$ cat config.mk
export PLATFORM = sky130hd
export DESIGN_NAME = conv2d_window_scheduler
export DESIGN_NICKNAME = d
export VERILOG_FILES = /design/src/rtl/conv2d_window_scheduler.sv
export SDC_FILE = /design/constraint.sdc
export NUM_CORES = 1
export LEC_CHECK = 0
export CAP_MARGIN = 40
export CORE_MARGIN = 2
export CORE_UTILIZATION = 60
export DETAILED_ROUTE_END_ITERATION = 8
export DONT_BUFFER_PORTS = 1
export PLACE_DENSITY = 0.77
export SYNTH_ARGS = -nofsm -noshare
export SYNTH_HDL_FRONTEND = slang
export SYNTH_SLANG_ARGS = --single-unit
$ cat constraint.sdc
create_clock -name clock -period 7.8 [get_ports clock]
set_input_delay 1.56 -clock clock [delete_from_list [all_inputs] [get_ports clock]]
set_output_delay 1.56 -clock clock [all_outputs]
set_load 0.1 [all_outputs]
$ cat src/rtl/conv2d_window_scheduler.sv
// conv2d_window_scheduler
//
// Turns a row-major pixel stream into 3x3 windows for an external
// multiply/adder-tree datapath, then collects the datapath results in an
// output FIFO. The convolution is stride 1 with no padding, so each frame
// produces (IMG_H-2) x (IMG_W-2) results.
//
// Ports
//   clock       rising-edge clock for every flop
//   reset       asynchronous, active-low
//   start       one-cycle pulse that begins a frame (only honoured in IDLE)
//   in_valid    input pixel valid
//   in_ready    scheduler accepts a pixel this cycle
//   in_data     pixel, row-major order
//   win_valid   one-cycle strobe: win_data holds a complete window
//   win_data    9 pixels, element (r,c) at slice 3r+c, r=0 is the top row
//   res_data    datapath result, LATENCY cycles after win_valid
//   out_valid   FIFO head is valid
//   out_ready   downstream accepts the head
//   out_data    FIFO head (zero while the FIFO is empty)
//   out_last    head is the final result of the frame
//   busy        frame in progress (RUN or DRAIN)
//   frame_done  one-cycle pulse after the final result is accepted

module conv2d_window_scheduler #(
    parameter int bitWidth = 16,
    parameter int IMG_W    = 8,
    parameter int IMG_H    = 8,
    parameter int LATENCY  = 4
) (
    input  logic                  clock,
    input  logic                  reset,
    input  logic                  start,
    input  logic                  in_valid,
    output logic                  in_ready,
    input  logic [bitWidth-1:0]   in_data,
    output logic                  win_valid,
    output logic [9*bitWidth-1:0] win_data,
    input  logic [bitWidth-1:0]   res_data,
    output logic                  out_valid,
    input  logic                  out_ready,
    output logic [bitWidth-1:0]   out_data,
    output logic                  out_last,
    output logic                  busy,
    output logic                  frame_done
);

    localparam int DEPTH = LATENCY + 2;
    localparam int CW    = $clog2(IMG_W);
    localparam int RW    = $clog2(IMG_H);
    localparam int PW    = $clog2(DEPTH);
    localparam int NW    = $clog2(DEPTH + 1);
    localparam int NW1   = NW + 1;

    localparam logic [CW-1:0]  LAST_COL     = CW'(IMG_W - 1);
    localparam logic [RW-1:0]  LAST_ROW     = RW'(IMG_H - 1);
    localparam logic [CW-1:0]  FIRST_WCOL   = CW'(2);
    localparam logic [RW-1:0]  FIRST_WROW   = RW'(2);
    localparam logic [PW-1:0]  LAST_PTR     = PW'(DEPTH - 1);
    localparam logic [NW1-1:0] CREDIT_LIMIT = NW1'(DEPTH);

    typedef enum logic [1:0] {
        IDLE  = 2'd0,
        RUN   = 2'd1,
        DRAIN = 2'd2
    } state_t;

    state_t state;
    state_t state_next;

    logic [RW-1:0] row;
    logic [CW-1:0] col;

    logic accept;
    logic at_last_pixel;
    logic accept_window;
    logic accept_final;

    // line_mid holds row i-1, line_top holds row i-2, indexed by column
    logic [bitWidth-1:0] line_mid [IMG_W];
    logic [bitWidth-1:0] line_top [IMG_W];
    logic [bitWidth-1:0] win      [3][3];

    logic               win_last;
    logic [LATENCY-1:0] valid_pipe;
    logic [LATENCY-1:0] last_pipe;
    logic               push;
    logic               push_last;
    logic               pop;
    logic               last_pop;

    logic [bitWidth-1:0] fifo_data [DEPTH];
    logic [DEPTH-1:0]    fifo_last;
    logic [PW-1:0]       wr_ptr;
    logic [PW-1:0]       rd_ptr;
    logic [NW-1:0]       occupancy;
    logic [NW-1:0]       in_flight;
    logic [NW1-1:0]      credit_used;

    // Handshake and position decode
    assign accept        = in_valid && in_ready;
    assign at_last_pixel = (row == LAST_ROW) && (col == LAST_COL);
    assign accept_window = accept && (row >= FIRST_WROW) && (col >= FIRST_WCOL);
    assign accept_final  = accept && at_last_pixel;

    // Every window that has been accepted but not yet pushed, plus every
    // result waiting in the FIFO, owns one FIFO slot. Holding off new pixels
    // once all slots are spoken for means the FIFO can never overflow even
    // though the datapath pipeline itself cannot be stalled.
    assign credit_used = {1'b0, in_flight} + {1'b0, occupancy};
    assign in_ready    = (state == RUN) && (credit_used < CREDIT_LIMIT);
    assign busy        = (state == RUN) || (state == DRAIN);

    always_ff @(posedge clock or negedge reset) begin
        if (!reset) begin
            state <= IDLE;
        end else begin
            state <= state_next;
        end
    end

    always_comb begin
        state_next = state;
        case (state)
            IDLE: begin
                if (start) begin
                    state_next = RUN;
                end
            end
            RUN: begin
                if (accept_final) begin
                    state_next = DRAIN;
                end
            end
            DRAIN: begin
                if (last_pop) begin
                    state_next = IDLE;
                end
            end
            default: state_next = IDLE;
        endcase
    end

    // Pixel position; the last pixel wraps both counters back to the origin
    always_ff @(posedge clock or negedge reset) begin
        if (!reset) begin
            row <= '0;
            col <= '0;
        end else if ((state == IDLE) && start) begin
            row <= '0;
            col <= '0;
        end else if (accept) begin
            if (col == LAST_COL) begin
                col <= '0;
                row <= (row == LAST_ROW) ? '0 : row + 1'b1;
            end else begin
                col <= col + 1'b1;
            end
        end
    end

    // Line buffers need no reset: rows 0 and 1 of every frame overwrite them
    // before any window reads them.
    always_ff @(posedge clock) begin
        if (accept) begin
            line_top[col] <= line_mid[col];
            line_mid[col] <= in_data;
        end
    end

    // Window shifts left by one column per accepted pixel; the new right-hand
    // column is (row i-2, row i-1, row i) at the current column.
    always_ff @(posedge clock or negedge reset) begin
        if (!reset) begin
            for (int r = 0; r < 3; r++) begin
                for (int c = 0; c < 3; c++) begin
                    win[r][c] <= '0;
                end
            end
        end else if (accept) begin
            for (int r = 0; r < 3; r++) begin
                win[r][0] <= win[r][1];
                win[r][1] <= win[r][2];
            end
            win[0][2] <= line_top[col];
            win[1][2] <= line_mid[col];
            win[2][2] <= in_data;
        end
    end

    always_comb begin
        win_data = '0;
        for (int r = 0; r < 3; r++) begin
            for (int c = 0; c < 3; c++) begin
                win_data[(3*r+c)*bitWidth +: bitWidth] = win[r][c];
            end
        end
    end

    // win_valid lines up with the window register update. The valid/last
    // pipe mirrors the datapath latency so res_data is captured exactly
    // LATENCY cycles after its window was presented.
    always_ff @(posedge clock or negedge reset) begin
        if (!reset) begin
            win_valid  <= 1'b0;
            win_last   <= 1'b0;
            valid_pipe <= '0;
            last_pipe  <= '0;
        end else begin
            win_valid     <= accept_window;
            win_last      <= accept_window && at_last_pixel;
            valid_pipe[0] <= win_valid;
            last_pipe[0]  <= win_valid && win_last;
            for (int k = 1; k < LATENCY; k++) begin
                valid_pipe[k] <= valid_pipe[k-1];
                last_pipe[k]  <= last_pipe[k-1];
            end
        end
    end

    assign push      = valid_pipe[LATENCY-1];
    assign push_last = last_pipe[LATENCY-1];

    always_ff @(posedge clock or negedge reset) begin
        if (!reset) begin
            in_flight <= '0;
        end else begin
            case ({accept_window, push})
                2'b10:   in_flight <= in_flight + 1'b1;
                2'b01:   in_flight <= in_flight - 1'b1;
                default: in_flight <= in_flight;
            endcase
        end
    end

    // Output FIFO
    assign out_valid = (occupancy != '0);
    assign pop       = out_valid && out_ready;
    assign out_data  = out_valid ? fifo_data[rd_ptr] : '0;
    assign out_last  = out_valid && fifo_last[rd_ptr];
    assign last_pop  = pop && out_last;

    always_ff @(posedge clock) begin
        if (push) begin
            fifo_data[wr_ptr] <= res_data;
            fifo_last[wr_ptr] <= push_last;
        end
    end

    always_ff @(posedge clock or negedge reset) begin
        if (!reset) begin
            wr_ptr    <= '0;
            rd_ptr    <= '0;
            occupancy <= '0;
        end else begin
            if (push) begin
                wr_ptr <= (wr_ptr == LAST_PTR) ? '0 : wr_ptr + 1'b1;
            end
            if (pop) begin
                rd_ptr <= (rd_ptr == LAST_PTR) ? '0 : rd_ptr + 1'b1;
            end
            case ({push, pop})
                2'b10:   occupancy <= occupancy + 1'b1;
                2'b01:   occupancy <= occupancy - 1'b1;
                default: occupancy <= occupancy;
            endcase
        end
    end

    always_ff @(posedge clock or negedge reset) begin
        if (!reset) begin
            frame_done <= 1'b0;
        end else begin
            frame_done <= (state == DRAIN) && last_pop;
        end
    end

endmodule

==> results.toml <==
[yosys]
synth_top_family_by_area = "multiplexers"
ys_seq_elements = 533
netlist_instances = 1105
seq_area_frac_synth = 0.7498
syn-cell-area_mm2 = 0.02018
syn_area_per_cell_um2 = 18.26
ys_types = 58
synth_fp_nets = 1158
synth_flop_cell = "edfxtp_1"
synth-edff-count = 358
async_reset_ff_frac = 0.3283
yosys.area_share.simple = 0.02580
synth_compound_area_frac = 0.06424
yosys_warnings = 0
synthAdderAreaFrac = 0.01104
synth-xor-area-share = 0.003906
synth_mux_area_frac = 0.1274

[drt]
met2_length_um = 27060
wirelength_um = 49900
highest_layer = "met4"
viasPerCell = 6.386
ant_nets = 0
dr_wl_met3_um = 4343
wl_met1_um = 17180
drt_first_pass_iters = 6
drt_iter0_drc = 1232
num_vias = 11260
wl_per_cell_um = 28.31
drc = 0

[timing]
setup_ws_ns = 3.245
finalClockSkew_ns = 0.03149
hold_slack_ns = 0.3469
min_period_over_period = 0.5839
drv_slew = 0
tns_ns = 0
rsz0062_at_grt = "no"
layout_min_cycle_time_ns = 4.555
relSlewSlack = 0.3322
worstMarginPinSlew_ns = 1.001
setup_violations = 0
timing.fmax_mhz = 219.5
hold_viol = 0

[placed_design]
dp_hpwl_um = 27900
preCtsSetupSlack_ns = 3.358
gp_congestion = 0.7621
port_buffers = 0

[clock_network]
clk_path_buf_depth = 3
cts_hold_buf = 0
clock_latency_ns = 0.58
cts-root-buf = "clkbuf_16"
htree_levels = 2
cts-resized-gates = 0
post-cts-setup-buffer-count = 0
path_clk_slew_ns = 0.06
cts_tree = "yes"
clock-sinks = 533
cts_made_buffers = 51

[floorplanning]
die_area_mm2 = 0.03511
fp.dieH_um = 187.4
row_count = 67
ioPinCount = 203
chipWidth_um = 187.4
start_util = 0.6048
core-area_mm2 = 0.03336

[critical_path]
critPathKind = "flop to flop"
required_ns = 8.05
worst_path_largest_cell_delay_ns = 0.80
slowest_stage = "nor3_2"
cp-end-kind = "flop"
crit_path_frequent_cell = "buf_4"
crit_path_cell_trace = "and2_1 > fa_1 > xor2_1 > a221oi_4 > buf_4 > nand2_8 > buf_16 > buf_4 > nor3_2 > buf_4"
startpoint_type = "flop"
arrival_ns = 4.80
critPathMaxFanout = 62

[run_status]
status = "complete, no violations"

[min_path]
worstHoldPathType = "flop to flop"

[global_routing]
grt_use_total = 0.2763
grt_overflow = 0
grt_max_degree = 176
antenna_found_initial = 0
grt_pass1_wl_um = 73500
first_global_vias = 11970

[layout]
final_nets = 1327
antenna_cells = 0
area.growth.synth_to_final_pct = 30.92
drive_gt1_frac = 0.2935

[run]
cap_violations = 0
[metal layers]
metal | global-route usage | vias to the layer above
met4 | 0.08904 | 0
met5 | 0 | -
met3 | 0.05497 | 115
met2 | 0.4919 | 691
li1 | - | 4661
met1 | 0.3426 | 5791
[worst paths after layout]
path | start | to | slack (ns) | cells after the start
max | occupancy[0] | line_mid[5][9] | 3.25 | 10
min | last_pipe[2] | last_pipe[3] | 0.35 | 0
max reg2reg | occupancy[0] | line_mid[5][9] | 3.25 | 10
min reg2reg | last_pipe[2] | last_pipe[3] | 0.35 | 0
max in group asynchronous | reset | rd_ptr[2] | 6.80 | 0
min in group asynchronous | reset | win_data[23] | 0.69 | 0
[critical path: cells and delay by family (launching register included)]
kind / cells / cell delay [ns]
flip-flops: 1 / 0.45
buffers and inverters: 4 / 1.57
XOR/XNOR: 1 / 0.20
AO/OA/AOI/OAI: 1 / 0.28
adder cells (fa/ha/maj): 1 / 0.38
AND/OR/NAND/NOR: 3 / 1.30
[cells by family after synthesis]
| logic type | after synthesis |
|---|---|
| DFF | 533 |
| and+or+nand+nor | 105 |
| muxes | 204 |
| xor gates and xnor gates | 9 |
| AOI/OAI and AO/OA | 170 |
| adders and majority gates | 16 |
| buffers and inverters | 68 |
[through the flow]
| stage | instance area, um^2 | instances | utilization |
|---|---|---|---|
| 2_1_floorplan | 20180 | 1105 | - |
| 3_3_place_gp | 20890 | 1519 | 0.6260 |
| 3_5_place_dp | 24120 | 1648 | 0.7228 |
| 4_1_cts | 25840 | 1742 | 0.7745 |
| 5_1_grt | 26420 | 1763 | 0.7918 |
| 6_report | 26420 | 1763 | 0.7918 |
[synth_stat cells, types with 4 or more instances]
library cell / instances / area (um^2)
nor2_1: 40 / 150.1
mux4_2: 28 / 630.6
a22oi_1: 67 / 503.0
and3_1: 6 / 37.54
xnor2_1: 4 / 35.03
o21ai_0: 6 / 30.03
clkbuf_1: 13 / 48.80
dfrtp_1: 175 / 4379
xor2_1: 5 / 43.79
a21o_1: 18 / 135.1
a221oi_1: 11 / 96.34
nand2_1: 16 / 60.06
ha_1: 13 / 162.7
nor3_1: 6 / 30.03
buf_2: 26 / 130.1
edfxtp_1: 358 / 10750
a31oi_1: 4 / 25.02
nand2b_1: 5 / 31.28
buf_6: 8 / 90.09
mux2i_1: 33 / 330.3
a41oi_1: 12 / 105.1
a22o_1: 6 / 52.55
mux2_1: 70 / 788.3
and2_1: 8 / 50.05
inv_1: 11 / 41.29
a211oi_1: 17 / 127.6
nor2b_1: 6 / 37.54
a21oi_1: 12 / 60.06
buf_1: 6 / 22.52
mux2_2: 73 / 822.0
[cells in the final DEF (no fill, tap or decap), types with 11 or more instances in the layout]
cell type | synthesis | routed
a211oi_4 | 0 | 16
buf_16 | 0 | 126
a41oi_1 | 12 | 12
mux2i_1 | 33 | 33
a21o_1 | 18 | 18
a221oi_1 | 11 | 11
mux2_2 | 73 | 73
buf_4 | 3 | 23
clkbuf_1 | 13 | 12
mux2_1 | 70 | 70
ha_1 | 13 | 13
edfxtp_1 | 358 | 358
nand2_1 | 16 | 16
buf_8 | 0 | 19
dfrtp_1 | 175 | 172
clkbuf_16 | 0 | 51
a22oi_1 | 67 | 67
a21oi_1 | 12 | 12
mux4_2 | 28 | 28
nor2_1 | 40 | 38
inv_1 | 11 | 11
[cell type report]
cell class | instances | area, um^2
clock buffer | 67 | 1376
clock inverter | 27 | 347.8
fill | 1626 | 6947
inverter | 12 | 45.04
multi-input combinational | 504 | 4981
sequential | 533 | 15130
tap | 448 | 560.5
timing repair buffer | 172 | 3974
[state kept, by name, indices dropped and copies added, names as in the netlist, 2 cells and up]
name / flops
state: 2
fifo_last: 6
col: 3
in_flight: 3
last_pipe: 4
fifo_data: 96
valid_pipe: 4
row: 3
line_top: 128
occupancy: 3
line_mid: 128
rd_ptr: 3
wr_ptr: 3
win_data: 144
Power is not shown: default switching activity piles up to over one toggle a cycle in this logic, so the estimate is an artifact.
